<file path="config.mk">
export PLATFORM = sky130hd
export DESIGN_NAME = return_addr_stack_flat
export DESIGN_NICKNAME = d
export VERILOG_FILES = /design/src/rtl/return_addr_stack_if.sv /design/src/rtl/return_addr_stack.sv /design/src/flat_wrapper.sv
export SDC_FILE = /design/constraint.sdc
export NUM_CORES = 1
export LEC_CHECK = 0
export CAP_MARGIN = 10
export CORE_MARGIN = 8
export CORE_UTILIZATION = 25
export CTS_CLUSTER_DIAMETER = 60
export DETAILED_ROUTE_END_ITERATION = 8
export DONT_BUFFER_PORTS = 1
export SLEW_MARGIN = 0
export SYNTH_ARGS = -nofsm -noshare
export SYNTH_HDL_FRONTEND = slang
export SYNTH_SLANG_ARGS = --single-unit
</file>
<file path="constraint.sdc">
create_clock -name clk -period 23.6 [get_ports clk]
set_input_delay 2.36 -clock clk [delete_from_list [all_inputs] [get_ports clk]]
set_output_delay 2.36 -clock clk [all_outputs]
set_load 0.005 [all_outputs]
</file>
<file path="src/rtl/return_addr_stack_if.sv">
// return_addr_stack_if: decode-side jump, checkpoint and flush signals for the return-address stack.
interface return_addr_stack_if #(
    parameter int WIDTH = 32,
    parameter int CKW   = 2
);
    logic             clk_en;
    logic             valid;
    logic             is_jalr;
    logic [WIDTH-1:0] pc;
    logic [4:0]       rd;
    logic [4:0]       rs1;
    logic [WIDTH-1:0] address_out;
    logic             empty;
    logic             ckpt_alloc;
    logic [CKW-1:0]   ckpt_id;
    logic             ckpt_full;
    logic             ckpt_release;
    logic             flush_valid;
    logic [CKW-1:0]   flush_id;
    modport master (
        output clk_en, valid, is_jalr, pc, rd, rs1, ckpt_alloc, ckpt_release, flush_valid, flush_id,
        input  address_out, empty, ckpt_id, ckpt_full
    );
    modport slave (
        input  clk_en, valid, is_jalr, pc, rd, rs1, ckpt_alloc, ckpt_release, flush_valid, flush_id,
        output address_out, empty, ckpt_id, ckpt_full
    );
endinterface

</file>
<file path="src/rtl/return_addr_stack.sv">
// return_addr_stack: checkpointed return-address stack with RISC-V link hints and flush recovery.
// Define RAS_TOP_RESTORE_EN to also snapshot and restore the top-of-stack entry on flush.
module return_addr_stack #(
    parameter int WIDTH = 32,
    parameter int DEPTH = 8,
    parameter int NCKPT = 4
) (
    input logic clk,
    input logic rst,
    return_addr_stack_if.slave bus
);
    localparam int DW  = $clog2(DEPTH);
    localparam int CKW = $clog2(NCKPT);

    logic [WIDTH-1:0] stack_q [DEPTH];
    logic [WIDTH-1:0] stack_d [DEPTH];
    logic [DW-1:0]    tos_q, tos_d;
    logic [DW:0]      count_q, count_d;
    logic [CKW-1:0]   head_q, head_d, tail_q, tail_d;
    logic [CKW:0]     occ_q, occ_d;
    logic [DW-1:0]    slot_tos_q [NCKPT];
    logic [DW-1:0]    slot_tos_d [NCKPT];
    logic [DW:0]      slot_cnt_q [NCKPT];
    logic [DW:0]      slot_cnt_d [NCKPT];
`ifdef RAS_TOP_RESTORE_EN
    logic [WIDTH-1:0] slot_top_q [NCKPT];
    logic [WIDTH-1:0] slot_top_d [NCKPT];
`endif

    logic             link_rd, link_rs1, op_en, do_push, do_pop, do_pp, rel, alloc_ok;
    logic [WIDTH-1:0] ret;
    logic [DW-1:0]    op_tos;
    logic [DW:0]      op_cnt;
    logic [CKW-1:0]   fdiff;

    assign bus.address_out = stack_q[tos_q];
    assign bus.empty       = count_q == '0;
    assign bus.ckpt_id     = tail_q;
    assign bus.ckpt_full   = occ_q == (CKW+1)'(NCKPT);

    always_comb begin
        link_rd  = bus.rd == 5'd1 || bus.rd == 5'd5;
        link_rs1 = bus.rs1 == 5'd1 || bus.rs1 == 5'd5;
        op_en    = bus.valid && !bus.flush_valid;
        do_push  = op_en && link_rd && (!bus.is_jalr || !link_rs1 || bus.rd == bus.rs1);
        do_pop   = op_en && bus.is_jalr && !link_rd && link_rs1;
        do_pp    = op_en && bus.is_jalr && link_rd && link_rs1 && bus.rd != bus.rs1;
        ret      = bus.pc + WIDTH'(4);
        rel      = bus.ckpt_release && occ_q != '0;
        // A release in the same cycle frees the head slot, so a full ring can still accept the alloc.
        alloc_ok = bus.ckpt_alloc && !bus.flush_valid && (!bus.ckpt_full || rel);
        op_tos   = do_push ? tos_q + DW'(1) :
                   (do_pop && count_q != '0) ? tos_q - DW'(1) : tos_q;
        op_cnt   = do_push ? (count_q == (DW+1)'(DEPTH) ? count_q : count_q + (DW+1)'(1)) :
                   (do_pop && count_q != '0) ? count_q - (DW+1)'(1) :
                   (do_pp && count_q == '0) ? (DW+1)'(1) : count_q;
        stack_d    = stack_q;
        slot_tos_d = slot_tos_q;
        slot_cnt_d = slot_cnt_q;
`ifdef RAS_TOP_RESTORE_EN
        slot_top_d = slot_top_q;
`endif
        if (do_push || do_pp) stack_d[op_tos] = ret;
        tos_d  = op_tos;
        count_d = op_cnt;
        head_d = head_q + CKW'(rel);
        fdiff  = bus.flush_id - head_q;
        if (bus.flush_valid) begin
            tos_d   = slot_tos_q[bus.flush_id];
            count_d = slot_cnt_q[bus.flush_id];
`ifdef RAS_TOP_RESTORE_EN
            stack_d[slot_tos_q[bus.flush_id]] = slot_top_q[bus.flush_id];
`endif
            tail_d = bus.flush_id + CKW'(1);
            occ_d  = {1'b0, fdiff} + (CKW+1)'(1) - (CKW+1)'(rel);
        end else begin
            tail_d = tail_q + CKW'(alloc_ok);
            occ_d  = occ_q + (CKW+1)'(alloc_ok) - (CKW+1)'(rel);
        end
        if (alloc_ok) begin
            slot_tos_d[tail_q] = op_tos;
            slot_cnt_d[tail_q] = op_cnt;
`ifdef RAS_TOP_RESTORE_EN
            slot_top_d[tail_q] = stack_d[op_tos];
`endif
        end
    end

    always_ff @(posedge clk or posedge rst) begin
        if (rst) begin
            for (int i = 0; i < DEPTH; i++) stack_q[i] <= '0;
            for (int i = 0; i < NCKPT; i++) begin
                slot_tos_q[i] <= '0;
                slot_cnt_q[i] <= '0;
`ifdef RAS_TOP_RESTORE_EN
                slot_top_q[i] <= '0;
`endif
            end
            tos_q   <= '0;
            count_q <= '0;
            head_q  <= '0;
            tail_q  <= '0;
            occ_q   <= '0;
        end else if (bus.clk_en) begin
            stack_q    <= stack_d;
            slot_tos_q <= slot_tos_d;
            slot_cnt_q <= slot_cnt_d;
`ifdef RAS_TOP_RESTORE_EN
            slot_top_q <= slot_top_d;
`endif
            tos_q   <= tos_d;
            count_q <= count_d;
            head_q  <= head_d;
            tail_q  <= tail_d;
            occ_q   <= occ_d;
        end
    end
endmodule

</file>
<file path="src/flat_wrapper.sv">
// flat-port wrapper written by rule: the top's interface ports become plain ports
module return_addr_stack_flat 
#(
    parameter int WIDTH = 32,
    parameter int DEPTH = 8,
    parameter int NCKPT = 4
)
  (clk, rst, bus_clk_en, bus_valid, bus_is_jalr, bus_pc, bus_rd, bus_rs1, bus_ckpt_alloc, bus_ckpt_release, bus_flush_valid, bus_flush_id, bus_address_out, bus_empty, bus_ckpt_id, bus_ckpt_full);
  return_addr_stack_if #(.WIDTH(WIDTH), .CKW(2)) bus_i ();
  input logic clk;
  input logic rst;
  input wire logic [$bits(bus_i.clk_en)-1:0] bus_clk_en;
  input wire logic [$bits(bus_i.valid)-1:0] bus_valid;
  input wire logic [$bits(bus_i.is_jalr)-1:0] bus_is_jalr;
  input wire logic [$bits(bus_i.pc)-1:0] bus_pc;
  input wire logic [$bits(bus_i.rd)-1:0] bus_rd;
  input wire logic [$bits(bus_i.rs1)-1:0] bus_rs1;
  input wire logic [$bits(bus_i.ckpt_alloc)-1:0] bus_ckpt_alloc;
  input wire logic [$bits(bus_i.ckpt_release)-1:0] bus_ckpt_release;
  input wire logic [$bits(bus_i.flush_valid)-1:0] bus_flush_valid;
  input wire logic [$bits(bus_i.flush_id)-1:0] bus_flush_id;
  output wire logic [$bits(bus_i.address_out)-1:0] bus_address_out;
  output wire logic [$bits(bus_i.empty)-1:0] bus_empty;
  output wire logic [$bits(bus_i.ckpt_id)-1:0] bus_ckpt_id;
  output wire logic [$bits(bus_i.ckpt_full)-1:0] bus_ckpt_full;
  assign bus_i.clk_en = bus_clk_en;
  assign bus_i.valid = bus_valid;
  assign bus_i.is_jalr = bus_is_jalr;
  assign bus_i.pc = bus_pc;
  assign bus_i.rd = bus_rd;
  assign bus_i.rs1 = bus_rs1;
  assign bus_i.ckpt_alloc = bus_ckpt_alloc;
  assign bus_i.ckpt_release = bus_ckpt_release;
  assign bus_i.flush_valid = bus_flush_valid;
  assign bus_i.flush_id = bus_flush_id;
  assign bus_address_out = bus_i.address_out;
  assign bus_empty = bus_i.empty;
  assign bus_ckpt_id = bus_i.ckpt_id;
  assign bus_ckpt_full = bus_i.ckpt_full;
  return_addr_stack #(.WIDTH(WIDTH), .DEPTH(DEPTH), .NCKPT(NCKPT)) u_core (.clk(clk), .rst(rst), .bus(bus_i));
endmodule
</file>
---- Yosys cells after proc, flatten, opt, wreduce, memory -nomap -nowiden ----
Index checks and enable logic that the tools add are counted.
word-level totals
  register bits ........................... 298
  latch bits .............................. 0
  bits in writable memories ............... 0
  memory bits (read-only) ................. 0
  word-level logic and storage cells ...... 112
  memories ................................ 0
operators by class
  $add $sub $neg .......................... 13
  $mul .................................... 0
  div/mod/pow operators ................... 0
  order comparisons ....................... 6
  equal/unequal tests ..................... 8
  shift operators ......................... 0
  multiplexer cells ....................... 28
  bitwise operators ....................... 4
  reductions and logical operators ........ 32
operators with widths
  cell                     count
  $bwmux W256              1
  $bmux W32 S3             1
  $demux W32 S3            1
  $mux W32                 3
  $add A32 B3 Y32 const B  1
  $mux W4                  8
  $mux W3                  7
  $bwmux W16               1
  $logic_and A1 B1 Y1      16
  $bwmux W12               1
  $eq A5 B1 Y1 const B     2
  $eq A5 B3 Y1 const B     2
  $bmux W4 S2              1
  $demux W4 S2             1
  $ge A4 B4 Y1 const B     2
  $not A3 Y4               2
  $bmux W3 S2              1
  $demux W3 S2             1
  $ge A3 B3 Y1 const B     2
  $logic_or A1 B1 Y1       6
  $not A2 Y3               2
  $sub A3 B1 Y3            2
  $eq A5 B5 Y1             1
  $logic_not A1 Y1         5
  other kinds (19)         21

---- Logic depth before layout (Yosys ltp) ----
  depth in word-level cells ............... 14
  gate-level depth with buffers ........... 15

---- Worst setup path before layout ----
Ideal clock, no wire load.
  path kind ............................... input -> register
  from .................................... input bus_rd[1]
  to ...................................... register u_core.stack_q[128] in the netlist's numbering
  setup time .............................. 0.128 ns
  arrival time ............................ 4.513 ns
  required time ........................... 23.472 ns
  setup slack ............................. 18.960 ns
  cell stages on the path ................. 8
  cell sequence ........................... or4b_1 -> a211oi_1 -> a31o_2 -> nand2b_1 -> xnor2_2 -> nor3b_2 -> buf_6 -> mux2_1
between the ends
  word-level cells in the longest chain between the ends .. 14
  elaborated cells between the ends (all ways) .. 26
RTL lines
  element                                                             RTL line                  RTL
  start: declaration                                                  flat_wrapper.sv:16        input wire logic [$bits(bus_i.rd)-1:0] bus_rd;
  $eq A5 B1 Y1 or $eq A5 B3 Y1 (tied branches)                        return_addr_stack.sv:42   link_rd = bus.rd == 5'd1 || bus.rd == 5'd5;
  $logic_or A1 B1 Y1                                                  return_addr_stack.sv:42
  $logic_not A1 Y1                                                    return_addr_stack.sv:46   do_pop = op_en && bus.is_jalr && !link_rd && link_rs1;
  $logic_and A1 B1 Y1 (2 in series)                                   return_addr_stack.sv:46
  $logic_and A1 B1 Y1                                                 return_addr_stack.sv:53   (do_pop && count_q != '0) ? tos_q - DW'(1) : tos_q;
  $mux W3                                                             return_addr_stack.sv:53
  $mux W3                                                             return_addr_stack.sv:52   op_tos = do_push ? tos_q + DW'(1) :
  $not A3 Y4 (not written as such)                                    return_addr_stack.sv:63   if (do_push || do_pp) stack_d[op_tos] = ret;
  $ge A4 B4 Y1 (not written as such) or $lt A4 B1 Y1 (tied branches)  return_addr_stack.sv:63
  $logic_and A1 B1 Y1 (not written as such)                           return_addr_stack.sv:63
  $mux W32 (not written as such)                                      return_addr_stack.sv:63
  $demux W32 S3                                                       return_addr_stack.sv:63
  $bwmux W256                                                         return_addr_stack.sv:63
  end signal: assignment                                              return_addr_stack.sv:105  stack_q <= stack_d;
  end: declaration                                                    return_addr_stack.sv:15   logic [WIDTH-1:0] stack_q [DEPTH];
Several ways; a longest one is shown, not always the timed one.
A chain may end at the register's enable or synchronous reset.

---- Final worst setup path ----
  from .................................... register u_core.tos_q[0]
  to ...................................... output bus_address_out[9]
between the ends
  word-level cells in the longest chain between the ends .. 4
RTL lines
  element                                       RTL line                  RTL
  start: declaration                            return_addr_stack.sv:17   logic [DW-1:0] tos_q, tos_d;
  start signal: assignment                      return_addr_stack.sv:111  tos_q <= tos_d;
  $not A3 Y4 (not written as such)              return_addr_stack.sv:36   assign bus.address_out = stack_q[tos_q];
  $bmux W32 S3                                  return_addr_stack.sv:36
  $mux W32 (not written as such) (2 in series)  return_addr_stack.sv:36
  end: declaration                              flat_wrapper.sv:22        output wire logic [$bits(bus_i.address_out)-1:0] bus_address_out;
Every way passes these cells. The select of a mux whose other input is x is not followed.

==> insert_results.sql <==
INSERT INTO impl_metrics (metric_group, metric, value, unit) VALUES
('outcome', 'status', 'complete, no violations', ''),
('global_routing', 'grt_max_degree', '145', ''),
('clock_network', 'cts_buffer_depth', '3', ''),
('place', 'post_dp_cell_area', '15490', 'um^2'),
('synth', 'post_synth_fa_ha_maj_area_fraction', '0.01148', ''),
('place', 'gp_congestion', '0.7394', ''),
('global_routing', 'grt_remaining_overflow', '0', ''),
('global_routing', 'globalRouteTotalUtil', '0.1193', ''),
('route', 'drt_drc_violations_left', '0', ''),
('setup_path', 'timing.critical_path.arrival', '3350', 'ps'),
('floorplanning', 'total_number_of_placement_rows', '89', ''),
('power', 'worst_ir_drop_vdd', '0.05313', 'mV'),
('route', 'vias_after_detailed_routing', '10207', ''),
('floorplanning', 'ioPinCount', '88', ''),
('synth', 'synth_edf_count', '0', ''),
('timing', 'rsz0062_at_grt', 'no', ''),
('power', 'power_density', '89.18', 'nW/um^2'),
('layout', 'fillCellCount', '6060', ''),
('synth', 'xor_and_xnor_area_share_after_synthesis', '0.02531', ''),
('setup_path', 'critical_path.startpoint_type', 'flip-flop', ''),
('timing', 'clock.fmax', '0.1751', 'GHz'),
('clock_network', 'post_cts_hold_buffer_count', '0', ''),
('clock_network', 'worst_skew_pair.late_latency', '590', 'ps'),
('synth', 'synth_cell_type_count', '60', ''),
('flow_run', 'drv_cap', '0', ''),
('timing', 'final-setup-viol-count', '0', ''),
('timing', 'worstMarginPinSlew', '1235', 'ps'),
('synth', 'yosysSeqAreaShare', '0.5029', ''),
('timing', 'report.final.slew_viol_count', '0', ''),
('floorplanning', 'die-height', '259.5', 'um'),
('clock_network', 'clock_sinks', '298', ''),
('clock_network', 'htree_num_levels', '1', ''),
('route', 'dr.first_iter.drc_count', '846', ''),
('route', 'drt_pass1_iterations', '6', ''),
('synth', 'synth-compound-area-share', '0.1406', ''),
('synth', 'synth_warnings', '0', ''),
('timing', 'timing.final.crit_share', '0.2420', ''),
('synth', 'synth_mux_area_frac', '0.2139', ''),
('clock_network', 'post_cts.resized_instances', '0', ''),
('synth', 'synthesized_netlist_cell_count', '1271', ''),
('clock_network', 'cts-buffers-inserted', '31', ''),
('synth', 'synth_ff_type', 'sky130_fd_sc_hd__dfrtp_1', ''),
('setup_path', 'critPathMaxFanout', '41', ''),
('route', 'postRouteWirelength', '40860', 'um'),
('route', 'ant_nets', '0', ''),
('layout', 'finish.net_count', '1292', ''),
('floorplanning', 'initial_core_util', '0.2522', ''),
('timing', 'final.min_clock_period', '5711', 'ps'),
('timing', 'finalHoldViolations', '0', ''),
('synth', 'synth_top_family_by_area', 'multiplexers', ''),
('place', 'port-buffer-count', '0', ''),
('power', 'post-layout-total-power', '1472', 'uW'),
('synth', 'asyncSetResetFlopFracSynth', '1.000', ''),
('synth', 'post_synth_and_or_nand_nor_area_fraction', '0.04978', ''),
('global_routing', 'grt_first_pass_wirelength', '64450', 'um'),
('place', 'detailed_place_hpwl', '25500', 'um'),
('setup_path', 'critPathKind', 'flip-flop to output pin', ''),
('route', 'avgRoutedWirePerCell', '20.21', 'um'),
('layout', 'insertedDiodeCount', '0', ''),
('setup_path', 'worst_ep_required_time', '21240', 'ps'),
('synth', 'synth_nets', '1336', ''),
('clock_network', 'ctsRootBufferMaster', 'sky130_fd_sc_hd__clkbuf_16', ''),
('global_routing', 'antenna_violations_before_repair', '0', ''),
('setup_path', 'cp-end-kind', 'output pin', ''),
('clock_network', 'post_cts_buffers', '0', ''),
('floorplanning', 'die_x', '259.5', 'um'),
('timing', 'worst_slew_margin_rel', '0.1710', ''),
('floorplanning', 'core_area', '58800', 'um^2'),
('layout', 'fin_util', '0.2808', ''),
('timing', 'holdWs', '491.6', 'ps'),
('layout', 'layout.cells.most_common_list', '349 x sky130_fd_sc_hd__a21oi_1, 295 x sky130_fd_sc_hd__dfrtp_1, 79 x sky130_fd_sc_hd__mux2_2', '');
==> cell usage after synthesis, types with 9 or more instances <==
| library cell | count | area share |
|---|---|---|
| sky130_fd_sc_hd__mux4_2 | 71 | 0.11 |
| sky130_fd_sc_hd__dfrtp_1 | 298 | 0.50 |
| sky130_fd_sc_hd__buf_4 | 9 | 0.0046 |
| sky130_fd_sc_hd__inv_1 | 77 | 0.019 |
| sky130_fd_sc_hd__buf_2 | 27 | 0.0091 |
| sky130_fd_sc_hd__and3_1 | 9 | 0.0038 |
| sky130_fd_sc_hd__a21oi_2 | 11 | 0.0065 |
| sky130_fd_sc_hd__nor2_1 | 21 | 0.0053 |
| sky130_fd_sc_hd__ha_1 | 12 | 0.010 |
| sky130_fd_sc_hd__xnor2_1 | 14 | 0.0083 |
| sky130_fd_sc_hd__clkbuf_1 | 40 | 0.010 |
| sky130_fd_sc_hd__xor2_1 | 27 | 0.016 |
| sky130_fd_sc_hd__nand2_1 | 26 | 0.0066 |
| sky130_fd_sc_hd__mux2i_1 | 66 | 0.045 |
| sky130_fd_sc_hd__a21oi_1 | 349 | 0.12 |
| sky130_fd_sc_hd__mux2_2 | 79 | 0.060 |
| sky130_fd_sc_hd__o21ai_0 | 10 | 0.0034 |
| sky130_fd_sc_hd__buf_6 | 14 | 0.011 |
| sky130_fd_sc_hd__and2_1 | 11 | 0.0046 |
| sky130_fd_sc_hd__nand3_1 | 23 | 0.0078 |
==> worst paths after layout <==
| path | slack, ps | startpoint | end | depth (start not counted) |
|---|---|---|---|---|
| setup / recovery | 17890 | u_core.tos_q[0] | bus_address_out[9] | 4 |
| hold / removal | 490 | u_core.head_q[1] | u_core.head_q[1] | 1 |
| setup reg to reg | 18840 | u_core.count_q[0] | u_core.stack_q[89] | 12 |
| hold reg to reg | 490 | u_core.head_q[1] | u_core.head_q[1] | 1 |
| max in group asynchronous | 19990 | rst | u_core.tos_q[0] | 2 |
| min in group asynchronous | 1860 | rst | u_core.stack_q[199] | 1 |
==> state kept, by name, summed over array words and instances, names as in the netlist <==
name and cells:
u_core.stack_q 256, u_core.slot_cnt_q 16, u_core.slot_tos_q 12, u_core.count_q 4, u_core.occ_q 3, u_core.tos_q 3
u_core.bus.ckpt_id 2, u_core.head_q 2
==> cell families after synthesis <==
kind of cell,count (synthesis)
AND/OR/NAND/NOR,131
XOR/XNOR,42
flip-flops,298
adder cells (fa/ha/maj),13
buffers and inverters,175
AO/OA/AOI/OAI,394
multiplexers,218
==> per-layer routing <==
layer / global-route usage / wire length, um / up-vias
li1: - / - / 4511
met1: 0.1612 / 18090 / 5298
met2: 0.1967 / 19480 / 345
met3: 0.02604 / 2684 / 53
met4: 0.02144 / 597 / 0
met5: 0 / 0 / -
==> worst max-delay path: stages (launching register included) <==
cell                      delay [ps]
sky130_fd_sc_hd__dfrtp_4         510
sky130_fd_sc_hd__buf_4           700
sky130_fd_sc_hd__buf_4           590
sky130_fd_sc_hd__mux4_2          610
sky130_fd_sc_hd__mux2_2          320
==> layout make-up <==
cell class	count	area, um^2	area share
sequential	298	7463	0.4520
multi-input combinational	798	6608	0.4002
tap	773	967.2	0.05858
clock buffer	47	915.9	0.05547
inverter	79	305.3	0.01849
timing repair buffer	19	142.6	0.008639
clock inverter	8	108.9	0.006593
==> metrics by stage <==
stage | worst slack (ps) | instances
final | 17890 | 2022
after global routing | 17630 | 2022
after CTS | 17760 | 2022
after detailed placement | 17320 | 1967
after global placement | 17360 | 1967
after floorplan | 13010 | 1271
==> report_power, final <==
group | leakage (uW) | switching (uW) | internal, uW
clock network | 0.000507 | 205 | 289
registers | 0.00374 | 50.4 | 577
logic | 0.00285 | 196 | 156
Power figures use the tool's default switching activity.
